`src/rtl/exec_mul_ctrl.sv`:
```
// Iterative radix-2 shift-add multiply sequencer for the execute stage.
// Multiplies operand magnitudes, then applies the sign in a single fix-up cycle.
`ifndef REG_SIZE
`define REG_SIZE 32
`endif
`ifndef ALUOP_MUL
`define ALUOP_MUL 8'h0A
`endif

module exec_mul_ctrl #(
    parameter int unsigned REG_SIZE = `REG_SIZE,
    parameter logic [7:0]  MUL_OP   = `ALUOP_MUL
) (
    input  logic                clk,
    input  logic                rst_n,
    input  logic                start,
    input  logic [7:0]          aluop,
    input  logic [REG_SIZE-1:0] src1,
    input  logic [REG_SIZE-1:0] src2,
    input  logic                kill,
    output logic                stall,
    output logic                done,
    output logic [REG_SIZE-1:0] out,
    output logic                overflow
);

    localparam int unsigned CW = $clog2(REG_SIZE);
    localparam logic [CW-1:0] CntLast = CW'(REG_SIZE - 1);
    localparam logic [CW-1:0] CntOne  = CW'(1);

    typedef enum logic [1:0] {StIdle, StRun, StFix, StDone} state_e;

    state_e                  r_state;
    state_e                  w_state_nxt;
    logic [CW-1:0]           r_cnt;
    logic [2*REG_SIZE-1:0]   r_acc;
    logic [2*REG_SIZE-1:0]   r_mcand;
    logic [REG_SIZE-1:0]     r_mplier;
    logic                    r_neg;
    logic [REG_SIZE-1:0]     r_out;
    logic                    r_ovf;

    logic                    w_accept;
    logic [REG_SIZE-1:0]     w_mag1;
    logic [REG_SIZE-1:0]     w_mag2;
    logic [2*REG_SIZE-1:0]   w_fixed;

    assign w_accept = start & (aluop == MUL_OP) & ~kill
                      & ((r_state == StIdle) | (r_state == StDone));

    // Negating the most-negative value yields 2^(REG_SIZE-1), correct as unsigned.
    assign w_mag1  = src1[REG_SIZE-1] ? -src1 : src1;
    assign w_mag2  = src2[REG_SIZE-1] ? -src2 : src2;
    assign w_fixed = r_neg ? -r_acc : r_acc;

    always_comb begin
        w_state_nxt = r_state;
        unique case (r_state)
            StIdle:  if (w_accept) w_state_nxt = StRun;
            StRun:   if (r_cnt == CntLast) w_state_nxt = StFix;
            StFix:   w_state_nxt = StDone;
            StDone:  w_state_nxt = w_accept ? StRun : StIdle;
            default: w_state_nxt = StIdle;
        endcase
        if (kill) w_state_nxt = StIdle;
    end

    always_ff @(posedge clk or negedge rst_n) begin
        if (!rst_n) begin
            r_state <= StIdle;
        end else begin
            r_state <= w_state_nxt;
        end
    end

    always_ff @(posedge clk or negedge rst_n) begin
        if (!rst_n) begin
            r_cnt    <= '0;
            r_acc    <= '0;
            r_mcand  <= '0;
            r_mplier <= '0;
            r_neg    <= 1'b0;
            r_out    <= '0;
            r_ovf    <= 1'b0;
        end else if (w_accept) begin
            r_cnt    <= '0;
            r_acc    <= '0;
            r_mcand  <= {{REG_SIZE{1'b0}}, w_mag1};
            r_mplier <= w_mag2;
            r_neg    <= src1[REG_SIZE-1] ^ src2[REG_SIZE-1];
        end else if (r_state == StRun) begin
            if (r_mplier[0]) r_acc <= r_acc + r_mcand;
            r_mcand  <= r_mcand << 1;
            r_mplier <= r_mplier >> 1;
            r_cnt    <= r_cnt + CntOne;
        end else if ((r_state == StFix) && !kill) begin
            r_out <= w_fixed[REG_SIZE-1:0];
            r_ovf <= (w_fixed[2*REG_SIZE-1:REG_SIZE] != {REG_SIZE{w_fixed[REG_SIZE-1]}});
        end
    end

    assign stall    = w_accept | (r_state == StRun) | (r_state == StFix);
    assign done     = (r_state == StDone);
    assign out      = r_out;
    assign overflow = r_ovf;

endmodule

```
`config.mk`:
```
export PLATFORM = sky130hd
export DESIGN_NAME = exec_mul_ctrl
export DESIGN_NICKNAME = d
export VERILOG_FILES = /design/src/rtl/exec_mul_ctrl.sv
export SDC_FILE = /design/constraint.sdc
export NUM_CORES = 1
export LEC_CHECK = 0
export BUFFER_PORTS_ARGS = -buffer_cell sky130_fd_sc_hd__buf_2
export CAP_MARGIN = 10
export CORE_UTILIZATION = 57
export CTS_CLUSTER_SIZE = 30
export DETAILED_ROUTE_END_ITERATION = 8
export PLACE_DENSITY = 0.76
export SYNTH_ARGS = -nofsm -noshare
export SYNTH_HDL_FRONTEND = slang
export SYNTH_SLANG_ARGS = --single-unit
```
`constraint.sdc`:
```
create_clock -name clk -period 10.7 [get_ports clk]
set_clock_uncertainty 0.15 [all_clocks]
set_input_delay 1.07 -clock clk [delete_from_list [all_inputs] [get_ports clk]]
set_output_delay 1.07 -clock clk [all_outputs]
set_load 0.01 [all_outputs]
```
Word-level counts from Yosys, hierarchy flattened
Cells that the tools add are included.
W data, S select, Z words.

storage, ports and cells
  flip-flop bits (word level) = 201
  output and inout port bits = 35
  word-level logic and storage cells = 56
  input port bits = 76

cells by class
  multiplexer cells = 17
  equality and inequality tests = 8
  bitwise gates (word level) = 10
  add/subtract/negate cells = 5
  reductions and logical operators = 8

operators by type and width
  cell                   number
  $mux W64               6
  $mux W32               4
  $add A64 B64 Y64       1
  $neg A32 Y32           2
  $neg A64 Y64           1
  $ne A32 B32 Y1         1
  $mux W5                2
  $eq A8 B4 Y1 const B   1
  $pmux W2 S4            1
  $mux W2                3
  $ne A3 B3 Y1 const B   2
  $add A5 B1 Y5 const B  1
  $eq A5 B5 Y1 const B   1
  $eq A2 B2 Y1 const B   2
  $reduce_and A2 Y1      2
  $reduce_bool A2 Y1     2
  $and A1 B1 Y1          3
  $not A1 Y1             3
  $or A1 B1 Y1           3
  $reduce_and A3 Y1      1
  $eq A2 B1 Y1 const B   1
  $logic_not A2 Y1       1
  $logic_and A1 B1 Y1    1
  $logic_not A1 Y1       1
  2 further kinds        2

Logic depth before layout (Yosys ltp)
  depth after elaboration = 7
  gate-level depth with buffers = 14
  mapped depth without buffers = 14

Worst setup path before layout
Ideal clock, no wire load.

  path type = input port to flip-flop
  start = input src1[3]
  end = register r_mcand[29]
  slack = 6.811 ns
  arrival time = 3.657 ns
  buffers on the path = 0
  data required time = 10.467 ns
  stages = 10
  library setup time = 0.083 ns
  cell sequence = or3_1 -> or4_1 -> or2_2 -> or3_1 -> or2_2 -> nand2b_1 -> o41ai_1 -> xnor2_1 -> nand2_1 -> o21ai_0

on the way
  longest elaborated chain between the ends = 3

RTL lines
  item                  line  source
  start, declared       18    input logic [REG_SIZE-1:0] src1,
  $neg A32 Y32          52    assign w_mag1 = src1[REG_SIZE-1] ? -src1 : src1;
  $mux W32              52
  $mux W64              85    end else if (w_accept) begin
  end signal, assigned  88    r_mcand <= {{REG_SIZE{1'b0}}, w_mag1};
  end signal, assigned  93    r_mcand <= r_mcand << 1;
  end, declared         37    logic [2*REG_SIZE-1:0] r_mcand;

No other way between the ends.
A chain may end at the register's enable or synchronous reset.

Worst setup path in the final report
  start = register r_acc[7]
  end = register r_ovf (netlist: overflow)

on the way
  longest elaborated chain between the ends = 3

RTL lines
  item                    line  source
  start, declared         36    logic [2*REG_SIZE-1:0] r_acc;
  start signal, assigned  92    if (r_mplier[0]) r_acc <= r_acc + r_mcand;
  $neg A64 Y64            54    assign w_fixed = r_neg ? -r_acc : r_acc;
  $mux W64                54
  $ne A32 B32 Y1          98    r_ovf <= (w_fixed[2*REG_SIZE-1:REG_SIZE] != {REG_SIZE{w_fixed[REG_SIZE-1]}});
  end signal, assigned    98
  end, declared           41    logic r_ovf;

No other way between the ends.

==> metrics.txt <==
Die Wd between 150 and 200 um; critical path peak fanout 7; Slew Limit Fails 0; R2R setup slack 6.27 ns; # Post-CTS Setup Buffers 0; 1st-iter DRT viols 1,262; Synth top cells by count nand2_1 (258), o21ai_0 (205), dfrtp_1 (201); GRT Util Overall 0.290; Setup crit end overflow; vias in the first global route 12,800; later-pin clock latency in the skew report about 0.52 ns; detailed-route wire length a little under 40,000 um; # resized after CTS 0; GPL Wtd Cong between 0.9 and 1; register area share after synthesis 0.330; Critical Path AT roughly 4.7 ns; top_reg_cell synth dfrtp_1; post-synth net total around 2,000; CP peak stage delay about 0.76 ns; Critical Path Sink Type flip-flop; fin crit share 0.414; most frequent cell after synthesis nand2_1; total core area 26,100 um^2; share of cells above drive strength 1 0.0973; PortBufs 110; kind of critical path flip-flop to flip-flop; Area contributors post-synth dfrtp_1 (33%), o21ai_0 (6.7%), mux2i_1 (6.6%); Max transition margin 0.395; largest net degree at the start of global routing roughly 100; Starting Density 0.584; chip height 166 um; Cell Area, Synth ~15,000 um^2; DP HPWL 29,500 um; Max Cap Viol 0; crit-path cells nor4_1, nand4_1, or4_1, o41ai_1, xor2_1, mux2i_1, o21ai_0, nor3_1, nand4_1, a2111oi_2, a41oi_1; TritonRoute pass-1 iters 7; Peak supply drop roughly 0.12 mV; Crit path depth 11; Netlist cell types 69; grt met3 use 0.0542; Area Overhead vs Synth 8.75%; initial antenna violation count 0; startpoint of the worst register-to-register path r_acc[7]; # DRC 18; filler cell count 2,298; Post-DP Area 15,900 um^2; Bufs and invs on worst path 0; RSZ-0062 raised after global routing false; GRT Max-Usage Layer met2; Worst Hold Class flip-flop to flip-flop; Die Area about 27,000 um^2; CP Data Required Time about 11 ns; length in cells of the worst reg-to-reg path 11; Worst-path clk slew 0.06 ns; CP startpoint kind flip-flop; area share of the largest cell type after synthesis 0.330; Inserted Diodes 0; CP delay by family, top simple AND/OR/NAND/NOR gates; crit path time final 4.43 ns; synthesized area per cell between 8 and 9 um^2; Clock Tree Buf Depth 3; root buf cell clkbuf_16; NumNets Final between 2,000 and 2,500; CTS H-tree depth 1; status finished with violations; FFs w/ async S/R, synth 1.00; # IOs about 110; Highest Clock Rate ~230 MHz; wire per inst 17.8 um; synth warn 0; crit path launch r_acc[7]; first-pass GRT wire length about 66,000 um; Fin Setup TNS 0 ns; cell taking the most area after synthesis dfrtp_1; DR vias between 10,000 and 15,000; Leakage Power 0.00641 uW; vias per cell about 6.2; most frequent CP cell nand4_1; number of antenna-violating nets in the routed design 0; FP Rows around 60; Final Cell Area approximately 17,000 um^2; reg-to-reg critical path endpoint overflow; Clock Sinks approximately 200; pwr dens 250 nW/um^2; Slowest-stage cell, CP nor4_1; Least-Margin Pin Slew around 0.91 ns; Synth Register Bits 201; final hold vios 0; Final Setup Violations 0; CTS tree done; aggregate global routing overflow 0; TritonCTS Buffers 23; failing checks design-rule violations; M1 GR Usage 0.420; hold buffer count at CTS 0; met2 Usage GRT 0.450; Cells after Synth ~1,900; number of synthesized flops with an enable pin 0
==> through the flow <==
| step | total power (uW) | setup WS (ns) | cells | utilization | hold WS, ns |
|---|---|---|---|---|---|
| floorplan | 2810 | 6.81 | 1865 | - | 0.331 |
| global placement | 3300 | 6.20 | 2200 | 0.608 | 0.307 |
| detailed placement | 3340 | 6.07 | 2200 | 0.608 | 0.315 |
| CTS | 4120 | 6.38 | 2237 | 0.635 | 0.328 |
| global route | 4460 | 5.97 | 2237 | 0.635 | 0.352 |
| finish | 4150 | 6.27 | 2237 | 0.635 | 0.322 |
==> how the worst min path moves through the flow <==
stage | cells past startpoint | start | to | slack, ns
after floorplan | 2 | r_mplier[31] | r_mplier[31] | 0.33
after global placement | 2 | out[10] | out[10] | 0.31
after detailed placement | 2 | out[11] | out[11] | 0.32
after CTS | 2 | out[30] | out[30] | 0.33
after global routing | 2 | out[30] | out[30] | 0.35
final | 2 | out[16] | out[16] | 0.32
==> metal layers <==
layer	part of all wire	vias to the layer above	wire (um)
li1	-	6746	-
met1	0.46	6506	18300
met2	0.44	529	17400
met3	0.086	48	3410
met4	0.015	0	601
met5	0	-	0
==> registers in the layout (all words and copies together) (netlist names) <==
register / count
r_state: 2
r_acc: 64
out: 32
r_neg: 1
r_mplier: 32
overflow: 1
r_mcand: 64
r_cnt: 5
==> layout make-up <==
| type | instances | area [um^2] | share of cell area |
|---|---|---|---|
| Clock buffer | 33 | 673 | 0.0405 |
| Clock inverter | 4 | 45.0 | 0.00271 |
| Inverter | 36 | 135 | 0.00814 |
| Multi-Input combinational cell | 1509 | 9670 | 0.583 |
| Sequential cell | 201 | 5030 | 0.303 |
| Tap cell | 335 | 419 | 0.0252 |
| Timing Repair Buffer | 119 | 627 | 0.0378 |
==> power by group <==
part	internal, uW	switching [uW]	leakage [uW]	total, uW
registers	939	314	0.00216	1250
logic	905	1240	0.00389	2140
clock network	455	306	0.000357	761
==> worst reg2reg max path, delay by kind of cell (launching register included) <==
kind | cells | cell delay (ns)
compound gates | 4 | 1.00
xor+xnor | 1 | 0.23
flops | 1 | 0.46
mux | 1 | 0.19
simple gates | 5 | 2.25
==> cell families (layout without fill, tap and decap cells) <==
family | Yosys count | in the layout | synth area share
DFF | 201 | 201 | 0.330
AOI/OAI and AO/OA | 531 | 531 | 0.210
xor gates and xnor gates | 172 | 172 | 0.0987
and+or+nand+nor | 630 | 630 | 0.195
buffers and inverters | 155 | 192 | 0.0384
muxes | 101 | 101 | 0.0662
adders and majority gates | 75 | 75 | 0.0620
==> layout by cell type, fill, tap and decap left out, types with 5 or more instances in the layout <==
| cell type | instances |
|---|---|
| o41ai_1 | 18 |
| buf_4 | 9 |
| a31oi_1 | 12 |
| inv_1 | 35 |
| dfrtp_1 | 200 |
| a21oi_1 | 141 |
| xnor2_1 | 114 |
| nand2_1 | 257 |
| clkbuf_16 | 23 |
| nor4_1 | 15 |
| clkbuf_8 | 7 |
| a21o_1 | 32 |
| nand3_1 | 33 |
| nand4b_1 | 5 |
| nand4_1 | 33 |
| or3_1 | 31 |
| buf_2 | 109 |
| nor2_1 | 126 |
| o21a_1 | 7 |
| mux2i_1 | 101 |
| ha_1 | 73 |
| and3_1 | 10 |
| or4_1 | 14 |
| a21boi_0 | 5 |
| o211ai_1 | 8 |
| nor2b_1 | 12 |
| a41oi_1 | 5 |
| xor2_1 | 58 |
| a211oi_1 | 9 |
| and4_1 | 8 |
| o21ai_0 | 205 |
| o21bai_1 | 12 |
| nor3_1 | 29 |
| nor3b_1 | 6 |
| nand2b_1 | 14 |
| and2_1 | 7 |
| o31ai_1 | 36 |
| or2_2 | 18 |
Note: power is estimated with default switching activity, not from simulation.
